==> src/rtl/spectrum_frame_capture_pkg.sv <==
// dav_pkg: shared sizes, magnitude type, capture FSM states and the bar merge rule.
package dav_pkg;
  localparam int N = 16;
  localparam int MAG_W = 14;
  typedef logic [MAG_W-1:0] mag_t;
  typedef enum logic [1:0] {IDLE, WAIT_DONE, UPDATE} fc_state_t;
  // Decay of at least 1 for any nonzero bar, so small bars still fall to zero;
  // dec <= b always holds, so the subtraction cannot underflow.
  function automatic mag_t bar_merge(mag_t b, mag_t s, int sh);
    mag_t dec;
    mag_t decayed;
    dec = b >> sh;
    if (dec == '0 && b != '0) dec = mag_t'(1);
    decayed = b - dec;
    return (s > decayed) ? s : decayed;
  endfunction
endpackage

==> src/rtl/spectrum_frame_capture_if.sv <==
// spectrum_frame_capture_if: FFT handshake and bar bus of the frame capture block.
// master: the capture block (vsync/done/freq_samples in; start_toggle/bars/busy/timeout_err out).
// slave: the surrounding display/FFT side.
interface spectrum_frame_capture_if;
  import dav_pkg::*;
  logic vsync;
  logic done;
  mag_t [0:N-1] freq_samples;
  logic start_toggle;
  mag_t [0:N-1] bars;
  logic busy;
  logic timeout_err;
  modport master (input vsync, done, freq_samples, output start_toggle, bars, busy, timeout_err);
  modport slave (output vsync, done, freq_samples, input start_toggle, bars, busy, timeout_err);
endinterface

==> src/rtl/spectrum_frame_capture_sync_edge.sv <==
// sync_edge: two-flop synchronizer plus registered rising-edge detector.
// Ports: clk, rst_n (async active-low), i_d (async level), o_rise (one-cycle pulse per rising edge).
module sync_edge (
  input  logic clk,
  input  logic rst_n,
  input  logic i_d,
  output logic o_rise
);
  logic r_s1, r_s2, r_s3;
  always_ff @(posedge clk or negedge rst_n)
    if (!rst_n) {r_s1, r_s2, r_s3} <= '0;
    else {r_s1, r_s2, r_s3} <= {i_d, r_s1, r_s2};
  assign o_rise = r_s2 & ~r_s3;
endmodule

==> src/rtl/spectrum_frame_capture.sv <==
// spectrum_frame_capture: per-vsync FFT request, wait for done, peak-hold/decay bar update.
// Ports: clk_50MHz, rst (async active-low), bus (master modport: vsync, done, freq_samples in;
// start_toggle, bars, busy, timeout_err out).
module spectrum_frame_capture
  import dav_pkg::*;
#(
  parameter int DECAY_SHIFT = 4,
  parameter int TIMEOUT = 2_000_000
) (
  input logic clk_50MHz,
  input logic rst,
  spectrum_frame_capture_if.master bus
);
  localparam int CNT_W = $clog2(TIMEOUT);
  localparam int IDX_W = $clog2(N);
  fc_state_t r_state, w_state_nx;
  logic r_vsync_q, r_toggle, r_busy, r_err;
  logic w_vs_rise, w_done_rise, w_toggle_nx, w_err_nx;
  logic [CNT_W-1:0] r_cnt, w_cnt_nx;
  logic [IDX_W-1:0] r_idx, w_idx_nx;
  mag_t [0:N-1] r_bars;
  assign w_vs_rise = bus.vsync & ~r_vsync_q;
  sync_edge u_done (.clk(clk_50MHz), .rst_n(rst), .i_d(bus.done), .o_rise(w_done_rise));
  always_comb begin
    w_state_nx = r_state;
    w_toggle_nx = r_toggle;
    w_cnt_nx = r_cnt;
    w_idx_nx = r_idx;
    w_err_nx = r_err;
    case (r_state)
      IDLE:
        if (w_vs_rise) begin
          w_state_nx = WAIT_DONE;
          w_toggle_nx = ~r_toggle;
          w_cnt_nx = '0;
        end
      WAIT_DONE:
        if (w_done_rise) begin
          w_state_nx = UPDATE;
          w_idx_nx = '0;
        end else if (r_cnt == CNT_W'(TIMEOUT - 1)) begin
          w_state_nx = IDLE;
          w_err_nx = 1'b1;
        end else w_cnt_nx = r_cnt + 1'b1;
      UPDATE: begin
        w_idx_nx = r_idx + 1'b1;
        if (r_idx == IDX_W'(N - 1)) w_state_nx = IDLE;
      end
      default: w_state_nx = IDLE;
    endcase
  end
  always_ff @(posedge clk_50MHz or negedge rst)
    if (!rst) begin
      r_state <= IDLE;
      r_vsync_q <= 1'b0;
      r_toggle <= 1'b0;
      r_busy <= 1'b0;
      r_err <= 1'b0;
      r_cnt <= '0;
      r_idx <= '0;
      r_bars <= '0;
    end else begin
      r_state <= w_state_nx;
      r_vsync_q <= bus.vsync;
      r_toggle <= w_toggle_nx;
      r_busy <= w_state_nx != IDLE;
      r_err <= w_err_nx;
      r_cnt <= w_cnt_nx;
      r_idx <= w_idx_nx;
      if (r_state == UPDATE) r_bars[r_idx] <= bar_merge(r_bars[r_idx], bus.freq_samples[r_idx], DECAY_SHIFT);
    end
  assign bus.start_toggle = r_toggle;
  assign bus.bars = r_bars;
  assign bus.busy = r_busy;
  assign bus.timeout_err = r_err;
endmodule
==> src/flat_wrapper.sv <==
// flat-port wrapper written by rule: the top's interface ports become plain ports
module spectrum_frame_capture_flat import dav_pkg::*;
#(
  parameter int DECAY_SHIFT = 4,
  parameter int TIMEOUT = 2_000_000
)
  (clk_50MHz, rst, bus_vsync, bus_done, bus_freq_samples, bus_start_toggle, bus_bars, bus_busy, bus_timeout_err);
  spectrum_frame_capture_if bus_i ();
  input logic clk_50MHz;
  input logic rst;
  input wire logic [$bits(bus_i.vsync)-1:0] bus_vsync;
  input wire logic [$bits(bus_i.done)-1:0] bus_done;
  input wire logic [$bits(bus_i.freq_samples)-1:0] bus_freq_samples;
  output wire logic [$bits(bus_i.start_toggle)-1:0] bus_start_toggle;
  output wire logic [$bits(bus_i.bars)-1:0] bus_bars;
  output wire logic [$bits(bus_i.busy)-1:0] bus_busy;
  output wire logic [$bits(bus_i.timeout_err)-1:0] bus_timeout_err;
  assign bus_i.vsync = bus_vsync;
  assign bus_i.done = bus_done;
  assign bus_i.freq_samples = bus_freq_samples;
  assign bus_start_toggle = bus_i.start_toggle;
  assign bus_bars = bus_i.bars;
  assign bus_busy = bus_i.busy;
  assign bus_timeout_err = bus_i.timeout_err;
  spectrum_frame_capture #(.DECAY_SHIFT(DECAY_SHIFT), .TIMEOUT(TIMEOUT)) u_core (.clk_50MHz(clk_50MHz), .rst(rst), .bus(bus_i));
endmodule
==> config.mk <==
export PLATFORM = sky130hd
export DESIGN_NAME = spectrum_frame_capture_flat
export DESIGN_NICKNAME = d
export VERILOG_FILES = /design/src/rtl/spectrum_frame_capture_pkg.sv /design/src/rtl/spectrum_frame_capture_if.sv /design/src/rtl/spectrum_frame_capture_sync_edge.sv /design/src/rtl/spectrum_frame_capture.sv /design/src/flat_wrapper.sv
export SDC_FILE = /design/constraint.sdc
export NUM_CORES = 1
export LEC_CHECK = 0
export CORE_UTILIZATION = 35
export DETAILED_ROUTE_END_ITERATION = 16
export DONT_BUFFER_PORTS = 1
export HOLD_SLACK_MARGIN = 0.05
export PLACE_DENSITY = 0.49
export SYNTH_ARGS = -nofsm -noshare
export SYNTH_HDL_FRONTEND = slang
export SYNTH_SLANG_ARGS = --single-unit
==> constraint.sdc <==
create_clock -name clk_50MHz -period 19.25 [get_ports clk_50MHz]
set_input_delay 5.775 -clock clk_50MHz [delete_from_list [all_inputs] [get_ports clk_50MHz]]
set_output_delay 5.775 -clock clk_50MHz [all_outputs]
set_load 0.01 [all_outputs]
==> results of run 1 <==
[registers in the layout, indices dropped and copies added (netlist names), 2 cells and up]
register         cells
u_core.bus.bars    224
u_core.r_cnt        21
u_core.r_idx         4
u_core.r_state       2
[per-layer routing]
layer,share of wire,vias to the layer above,GRT usage
li1,-,4545,-
met1,0.37,5296,0.2950
met2,0.50,502,0.4332
met3,0.094,104,0.08004
met4,0.037,4,0.08875
met5,0.00050,-,0
[cells by family (layout without fill, tap and decap cells)]
| kind of cell | count (synthesis) | count (layout) | synth area share |
|---|---|---|---|
| adder cells (fa/ha/maj) | 32 | 32 | 0.02852 |
| AND/OR/NAND/NOR | 388 | 388 | 0.1172 |
| AO/OA/AOI/OAI | 303 | 303 | 0.1251 |
| XOR/XNOR | 27 | 27 | 0.01653 |
| other | 0 | 6 | 0 |
| buffers and inverters | 113 | 88 | 0.04024 |
| flip-flops | 258 | 258 | 0.4514 |
| multiplexers | 145 | 145 | 0.2210 |
[worst reg2reg max path, stage by stage (launching register included)]
cell and delay, ns:
dfrtp_4 0.84, buf_12 0.52, mux4_2 0.87, a221oi_1 0.73, and3_1 0.27, o31a_1 0.13, a31o_1 0.14, ha_1 0.16
inv_1 0.06, fa_1 0.41, nand3_1 0.14, a21oi_1 0.10, o41ai_1 0.64, o21ai_0 0.23, xnor2_1 0.38, ha_1 0.21
nand4_1 0.13, a211oi_1 0.27, o31a_1 0.19, o31a_1 0.88, mux2i_4 0.91, a21oi_1 0.16
[cells in the mapped netlist, types with 14 or more instances]
| cell | number |
|---|---|
| xnor2_1 | 15 |
| a21oi_1 | 157 |
| inv_1 | 20 |
| dfrtp_1 | 258 |
| nand2_1 | 94 |
| mux4_2 | 118 |
| and3_1 | 14 |
| buf_2 | 17 |
| clkbuf_1 | 57 |
| o21ai_0 | 54 |
| nand3_1 | 14 |
| a31oi_1 | 16 |
| ha_1 | 31 |
| nor2_1 | 211 |
[layout make-up]
type,instances,area (sq um),share of cell area
repair buffers,13,110.1,0.007015
inverters,20,75.07,0.004783
flip-flops and latches,258,6465,0.4119
well taps,525,656.9,0.04185
multi-input cells,895,7277,0.4636
clock inverters,16,271.5,0.01730
diodes,6,15.01,0.0009566
clock buffers,39,824.5,0.05253
[per-stage QoR]
| stage | cell area (sq um) | hold WS, ns | setup slack, ns |
|---|---|---|---|
| final | 15700 | 0.3570 | 10.02 |
| after CTS | 15680 | 0.3561 | 10.08 |
| after global routing | 15700 | 0.3718 | 9.726 |
| after floorplan | 14300 | 0.3312 | 10.37 |
| after detailed placement | 14580 | 0.3418 | 9.464 |
| after global placement | 14580 | 0.3396 | 9.476 |
[path summary, 6_finish.rpt]
check / startpoint / to / slack [ns] / cells past startpoint
max in group asynchronous: rst / u_core.bus.bars[33]$_DFFE_PN0P_ / 14.01 / 0
min in group asynchronous: rst / u_core.bus.bars[169]$_DFFE_PN0P_ / 4.90 / 0
min reg2reg: u_core.u_done.r_s1$_DFF_PN0_ / u_core.u_done.r_s2$_DFF_PN0_ / 0.36 / 0
max reg2reg: u_core.r_idx[0]$_DFFE_PN0P_ / u_core.bus.bars[57]$_DFFE_PN0P_ / 10.73 / 21
min: u_core.u_done.r_s1$_DFF_PN0_ / u_core.u_done.r_s2$_DFF_PN0_ / 0.36 / 0
max: bus_freq_samples[120] / u_core.bus.bars[57]$_DFFE_PN0P_ / 10.02 / 9
==> impl_metrics.yaml, run 1 <==
global_route:
  grt_first_pass_wirelength_mm: 75.44
  grt-ovfl-total: 0
  first_global_vias: 10530
  grt_start_max_net_pins: 259
  antenna_found_initial: 15
  grt_usage: 0.2523
synthesis:
  syn_area_per_cell_sq_um: 11.30
  ys_top_cells_by_area: "dfrtp_1 (45%), mux4_2 (19%), nor2_1 (5.5%)"
  synth-edff-count: 0
  synthFlopType: "dfrtp_1"
  yosys.area.top_type: "dfrtp_1"
  mappedNetlistArea_sq_mm: 0.01430
  syn-num-nets: 1526
  synthArstFlopShare: 1.000
  yosys_warnings: 0
  yosysUniqueCellTypes: 66
  synthCells: 1266
  synth_seq_cells: 258
  synth.top_cell.area_share: 0.4514
  synth_seq_area_share: 0.4514
sta:
  skew_ns: 0.01181
  final_max_slew_viol_count: 0
  min_period_ns: 9.231
  slew_headroom: 0.2538
  worst_pin_slew_ns: 1.119
  fin_tns_setup_ns: 0
  hold_violations: 0
  rsz0062_at_grt: "false"
  fmax_mhz: 108.3
  final-setup-viol-count: 0
  finalCritPeriodShare: 0.4795
clocking:
  htree_levels: 1
  cts.clk_slew.worst_paths_ns: 0.06
  hold_buffers: 0
  cts-root-buf: "clkbuf_16"
  clk_latency_ns: 0.58
  postCtsResizedCells: 0
  cts_tree: "yes"
  cts_buffers: 30
  cts_setup_buffers: 0
  cts_buffer_depth: 3
  numClockSinks: 258
die:
  pin_count: 455
  rows: 73
  initial_core_util: 0.3575
  die_x_microns: 204.2
  die_area_sq_mm: 0.04168
  die_h_microns: 204.2
  core-area_sq_mm: 0.04001
layout:
  final_nets: 1478
  final_cell_mix: "dfrtp_1 (255), nor2_1 (211), a21oi_1 (157)"
  fin_cells: 1772
  final_common_cell: "dfrtp_1"
  final_layout_size_suffix_gt1_frac: 0.1829
  fillCellCount: 3877
  final_core_util: 0.3923
  syn_to_final_growth_pct: 9.737
setup_path:
  cpPeakStageDelay_ns: 0.90
  worstPathMaxFanout: 20
  worst_setup_path_end_kind: "flip-flop"
  cp.required_ns: 19.67
  critPathBufInv: 0
  cp_top_family: "multiplexers"
  worstSetupPathType: "in2reg"
  path_cells: "mux4_2, mux4_2, ha_1, nand4_1, a211oi_1, o31a_1, o31a_1, mux2i_4, a21oi_1"
  cpMaxStageDelayCell: "mux2i_4"
  arrival_ns: 9.65
  cp-start-kind: "primary input"
placed_design:
  numPortBuffers: 0
  post-dp-hpwl_mm: 39.68
  gp_congestion: 0.8952
  place_inst: 1711
route:
  vias_per_cell: 5.898
  finalWirelength_mm: 53.74
  final_antenna_net_count: 0
  dr.first_iter.drc_count: 695
  drt-wirelength-per-cell_microns: 30.33
  first_pass_iters: 5
  vias: 10450
  remaining_drc_errors: 0
min_path:
  min_path_type: "reg2reg"
flow_run:
  drv_cap: 0
outcome:
  status: "finished clean"
Power of run 1 is left out: the tool's default activity adds up to more than one toggle a clock period on the data nets, which glitch-free logic cannot reach.
==> run 2: changes to the inputs <==
Clock period 19.25 ns to 8.96 ns, I/O delays scaled along.
==> impl_metrics.yaml, run 2 (synthesis gave the netlist of run 1 again) <==
outcome:
  status: "finished clean"
sta:
  slew_headroom: 0.2661
  min_period_ns: 7.750
  final_max_slew_viol_count: 0
  fmax_mhz: 129.0
  hold_violations: 0
  final-setup-viol-count: 0
  rsz0062_at_grt: "false"
  finalCritPeriodShare: 0.8650
  skew_ns: 0.01182
  worst_pin_slew_ns: 1.101
  fin_tns_setup_ns: 0
clocking:
  postCtsResizedCells: 0
  htree_levels: 1
  hold_buffers: 0
  clk_latency_ns: 0.57
  cts.clk_slew.worst_paths_ns: 0.06
  cts_buffer_depth: 3
  cts-root-buf: "clkbuf_16"
  cts_tree: "yes"
  cts_setup_buffers: 0
  cts_buffers: 30
  numClockSinks: 258
setup_path:
  critPathBufInv: 2
  worstSetupPathType: "reg2reg"
  worst_setup_path_end_kind: "flip-flop"
  cp_top_family: "compound AO/OA/AOI/OAI gates"
  arrival_ns: 8.15
  reg2reg_slack_ns: 1.21
  cpMostUsedCell: "o31a_1"
  reg2reg_from: "u_core.r_idx[0]$_DFFE_PN0P_"
  cp.required_ns: 9.36
  r2r-end: "u_core.bus.bars[168]$_DFFE_PN0P_"
  cpPeakStageDelay_ns: 1.02
  worstPathMaxFanout: 40
  worstRegToRegCells: 22
  cpMaxStageDelayCell: "dfrtp_4"
  path_cells: "buf_12, mux4_2, a221oi_1, and3_1, o31a_1, a31o_1, ha_1, inv_1, fa_1, nand3_1, a21oi_1, o41ai_1, o21ai_0, xnor2_1, ha_1, nand4_1, a211oi_1, o31a_1, o31a_1, nor2_1, a21oi_2, a21oi_1"
  cp-start-kind: "flip-flop"
global_route:
  grt-ovfl-total: 0
  antenna_found_initial: 17
  grt_usage: 0.2563
  first_global_vias: 10370
  grt_start_max_net_pins: 259
  grt_first_pass_wirelength_mm: 77.02
route:
  final_antenna_net_count: 0
  finalWirelength_mm: 54.54
  drt-wirelength-per-cell_microns: 30.61
  vias: 10440
  first_pass_iters: 5
  vias_per_cell: 5.857
  wl_met3_mm: 5.301
  route.met2.wl_mm: 27.23
  remaining_drc_errors: 0
  dr.first_iter.drc_count: 771
  met1Wirelength_mm: 20.65
  top_layer: "met5"
min_path:
  hp-start: "u_core.u_done.r_s2$_DFF_PN0_"
  hold_depth: 0
  min_path_type: "reg2reg"
  min_to: "u_core.u_done.r_s3$_DFF_PN0_"
die:
  core-area_sq_mm: 0.04001
  pin_count: 455
  rows: 73
  initial_core_util: 0.3575
  die_h_microns: 204.2
  die_area_sq_mm: 0.04168
  die_x_microns: 204.2
layout:
  fillCellCount: 3873
  final_cell_mix: "dfrtp_1 (255), nor2_1 (211), a21oi_1 (157)"
  ff_latch_area_sq_mm: 0.006465
  final_nets: 1484
  multiInputGateArea_sq_mm: 0.007277
  final_layout_size_suffix_gt1_frac: 0.1838
  design_area_sq_mm: 0.01565
  final_common_cell: "dfrtp_1"
  syn_to_final_growth_pct: 9.422
  largest_reg_flops: 224
placed_design:
  placed_cell_area_sq_mm: 0.01463
  numPortBuffers: 0
  post-dp-hpwl_mm: 40.71
  gp_congestion: 0.8819
flow_run:
  drv_cap: 0
[run 2: per-stage QoR]
stage | hold slack [ns] | cells | utilization | setup WS (ns)
floorplan | 0.3312 | 1266 | - | 2.722
global placement | 0.3630 | 1717 | 0.3657 | 1.385
detailed placement | 0.3715 | 1717 | 0.3657 | 1.223
CTS | 0.3848 | 1771 | 0.3905 | 1.178
global route | 0.4060 | 1781 | 0.3911 | 0.5276
finish | 0.3794 | 1782 | 0.3912 | 1.210
[run 2: area by class of cell]
type                    instances  share of cell area
flip-flops and latches        258              0.4131
repair buffers                 19            0.009914
diodes                         11            0.001759
well taps                     525             0.04197
clock inverters                10            0.007595
inverters                      20            0.004797
clock buffers                  44             0.05588
multi-input cells             895              0.4650
[run 2: worst max-delay path by stage]
| stage | from | endpoint | slack, ns | cells after the start |
|---|---|---|---|---|
| 2_1_floorplan | u_core.r_idx[1]$_DFFE_PN0P_ | u_core.bus.bars[120]$_DFFE_PN0P_ | 2.72 | 27 |
| 3_3_place_gp | u_core.r_idx[0]$_DFFE_PN0P_ | u_core.bus.bars[98]$_DFFE_PN0P_ | 1.38 | 22 |
| 3_5_place_dp | u_core.r_idx[0]$_DFFE_PN0P_ | u_core.bus.bars[42]$_DFFE_PN0P_ | 1.22 | 22 |
| 4_1_cts | u_core.r_idx[0]$_DFFE_PN0P_ | u_core.bus.bars[168]$_DFFE_PN0P_ | 1.18 | 22 |
| 5_1_grt | u_core.r_idx[0]$_DFFE_PN0P_ | u_core.bus.bars[42]$_DFFE_PN0P_ | 0.53 | 22 |
| 6_report | u_core.r_idx[0]$_DFFE_PN0P_ | u_core.bus.bars[168]$_DFFE_PN0P_ | 1.21 | 22 |
[run 2: metal layers]
metal / up-vias / global-route usage
met5: - / 0
met4: 6 / 0.08129
met3: 69 / 0.08530
met2: 460 / 0.4341
met1: 5326 / 0.3058
li1: 4576 / -
Power of run 2 is left out for the same reason.
==> run 3: changes to the inputs <==
Settings changed: CORE_ASPECT_RATIO set to 1.25.
==> impl_metrics.yaml, run 3 (synthesis gave the netlist of run 1 again) <==
sta:
  fin_tns_setup_ns: 0
  rsz0062_at_grt: "false"
  worst_pin_slew_ns: 1.227
  skew_ns: 0.01485
  fmax_mhz: 128.8
  finalCritPeriodShare: 0.8666
  slew_headroom: 0.1763
  final-setup-viol-count: 0
  final_max_slew_viol_count: 0
  hold_violations: 0
  min_period_ns: 7.765
setup_path:
  cp.required_ns: 9.36
  worstPathMaxFanout: 47
  arrival_ns: 8.17
  worstRegToRegCells: 24
  worstSetupPathType: "reg2reg"
  cp-start-kind: "flip-flop"
  critPathCapture: "u_core.bus.bars[168]$_DFFE_PN0P_"
  worst_setup_path_end_kind: "flip-flop"
  critPathLaunch: "u_core.r_idx[0]$_DFFE_PN0P_"
  r2r-end: "u_core.bus.bars[168]$_DFFE_PN0P_"
  reg2reg_slack_ns: 1.20
  reg2reg_from: "u_core.r_idx[0]$_DFFE_PN0P_"
clocking:
  cts_tree: "yes"
  cts-root-buf: "clkbuf_16"
  cts.clk_slew.worst_paths_ns: 0.06
  postCtsResizedCells: 0
  cts_buffers: 28
  hold_buffers: 0
  cts_setup_buffers: 0
  htree_levels: 1
  cts_buffer_depth: 3
  numClockSinks: 258
  clk_latency_ns: 0.57
layout:
  final_cell_mix: "dfrtp_1 (255), nor2_1 (211), a21oi_1 (157)"
  syn_to_final_growth_pct: 9.255
  final_nets: 1480
  final_layout_size_suffix_gt1_frac: 0.1831
  largest_reg_flops: 224
  fillCellCount: 3961
  final_common_cell: "dfrtp_1"
die:
  core-area_sq_mm: 0.04022
  rows: 82
  pin_count: 455
  die_h_microns: 228.0
  die_x_microns: 182.8
  die_area_sq_mm: 0.04168
  initial_core_util: 0.3556
route:
  dr.first_iter.drc_count: 684
  remaining_drc_errors: 0
  vias: 10220
  final_antenna_net_count: 0
  first_pass_iters: 5
  drt-wirelength-per-cell_microns: 27.53
  vias_per_cell: 5.716
  finalWirelength_mm: 49.22
outcome:
  status: "finished clean"
placed_design:
  numPortBuffers: 0
  post-dp-hpwl_mm: 36.02
  gp_congestion: 0.8207
global_route:
  first_global_vias: 10520
  grt_first_pass_wirelength_mm: 71.57
  grt_start_max_net_pins: 259
  grt_usage: 0.2322
  grt-ovfl-total: 0
  antenna_found_initial: 5
flow_run:
  drv_cap: 0
min_path:
  min_path_type: "reg2reg"
[run 3: cell types whose count changed in the layout (fill, tap and decap cells not counted), sizes merged]
cell    before  now
inv         21   20
bufinv       2    4
buf         19   17
clkbuf      44   41
clkinv       5    3
diode       11    2
[run 3: area by class of cell]
cell class | count | area, sq um | area share
diodes | 2 | 5.005 | 0.0003203
multi-input cells | 895 | 7279 | 0.4659
repair buffers | 17 | 127.6 | 0.008167
flip-flops and latches | 258 | 6465 | 0.4137
well taps | 546 | 683.2 | 0.04372
clock inverters | 9 | 150.1 | 0.009608
inverters | 20 | 75.07 | 0.004804
clock buffers | 41 | 840.8 | 0.05381
[run 3: stage by stage]
step	instance area, sq um	setup WS (ns)	hold WS [ns]	utilization	std cells
3_3_place_gp	14630	1.315	0.3449	0.3638	1736
2_1_floorplan	14300	2.722	0.3312	-	1266
3_5_place_dp	14630	1.151	0.3396	0.3638	1736
6_report	15630	1.195	0.3495	0.3885	1788
5_1_grt	15620	0.6596	0.3701	0.3885	1787
4_1_cts	15620	1.120	0.3544	0.3884	1786
[run 3: worst min path at each step]
stage | start | end | cells after the start
2_1_floorplan | u_core.u_done.r_s1$_DFF_PN0_ | u_core.u_done.r_s2$_DFF_PN0_ | 0
3_3_place_gp | u_core.u_done.r_s1$_DFF_PN0_ | u_core.u_done.r_s2$_DFF_PN0_ | 0
3_5_place_dp | u_core.u_done.r_s1$_DFF_PN0_ | u_core.u_done.r_s2$_DFF_PN0_ | 0
4_1_cts | u_core.u_done.r_s1$_DFF_PN0_ | u_core.u_done.r_s2$_DFF_PN0_ | 0
5_1_grt | u_core.u_done.r_s1$_DFF_PN0_ | u_core.u_done.r_s2$_DFF_PN0_ | 0
6_report | u_core.u_done.r_s1$_DFF_PN0_ | u_core.u_done.r_s2$_DFF_PN0_ | 0
[run 3: per-layer routing]
layer	wire length (microns)	share of wire	global-route usage
met1	18150	0.37	0.2616
met5	17	0.00035	0
met2	25630	0.52	0.4172
met4	1378	0.028	0.07734
met3	4049	0.082	0.06593
[run 3: critical path: stages, from the launching register on]
cell and delay [ns]:
dfrtp_4 1.05, buf_4 0.48, mux4_2 0.55, a22o_1 0.27, nor2_4 0.19, nand2_1 0.12, nor4_1 0.40, a31o_1 0.21
ha_1 0.17, inv_1 0.06, fa_1 0.40, nand3_1 0.13, a21oi_1 0.09, o41ai_1 0.56, o21ai_0 0.18, xnor2_1 0.17
ha_1 0.30, nand4_1 0.11, a211oi_1 0.26, o31a_1 0.19, o31a_1 0.51, buf_4 0.32, nor2_1 0.07, a21oi_2 0.60
a21oi_1 0.15
Power of run 3 is left out for the same reason.
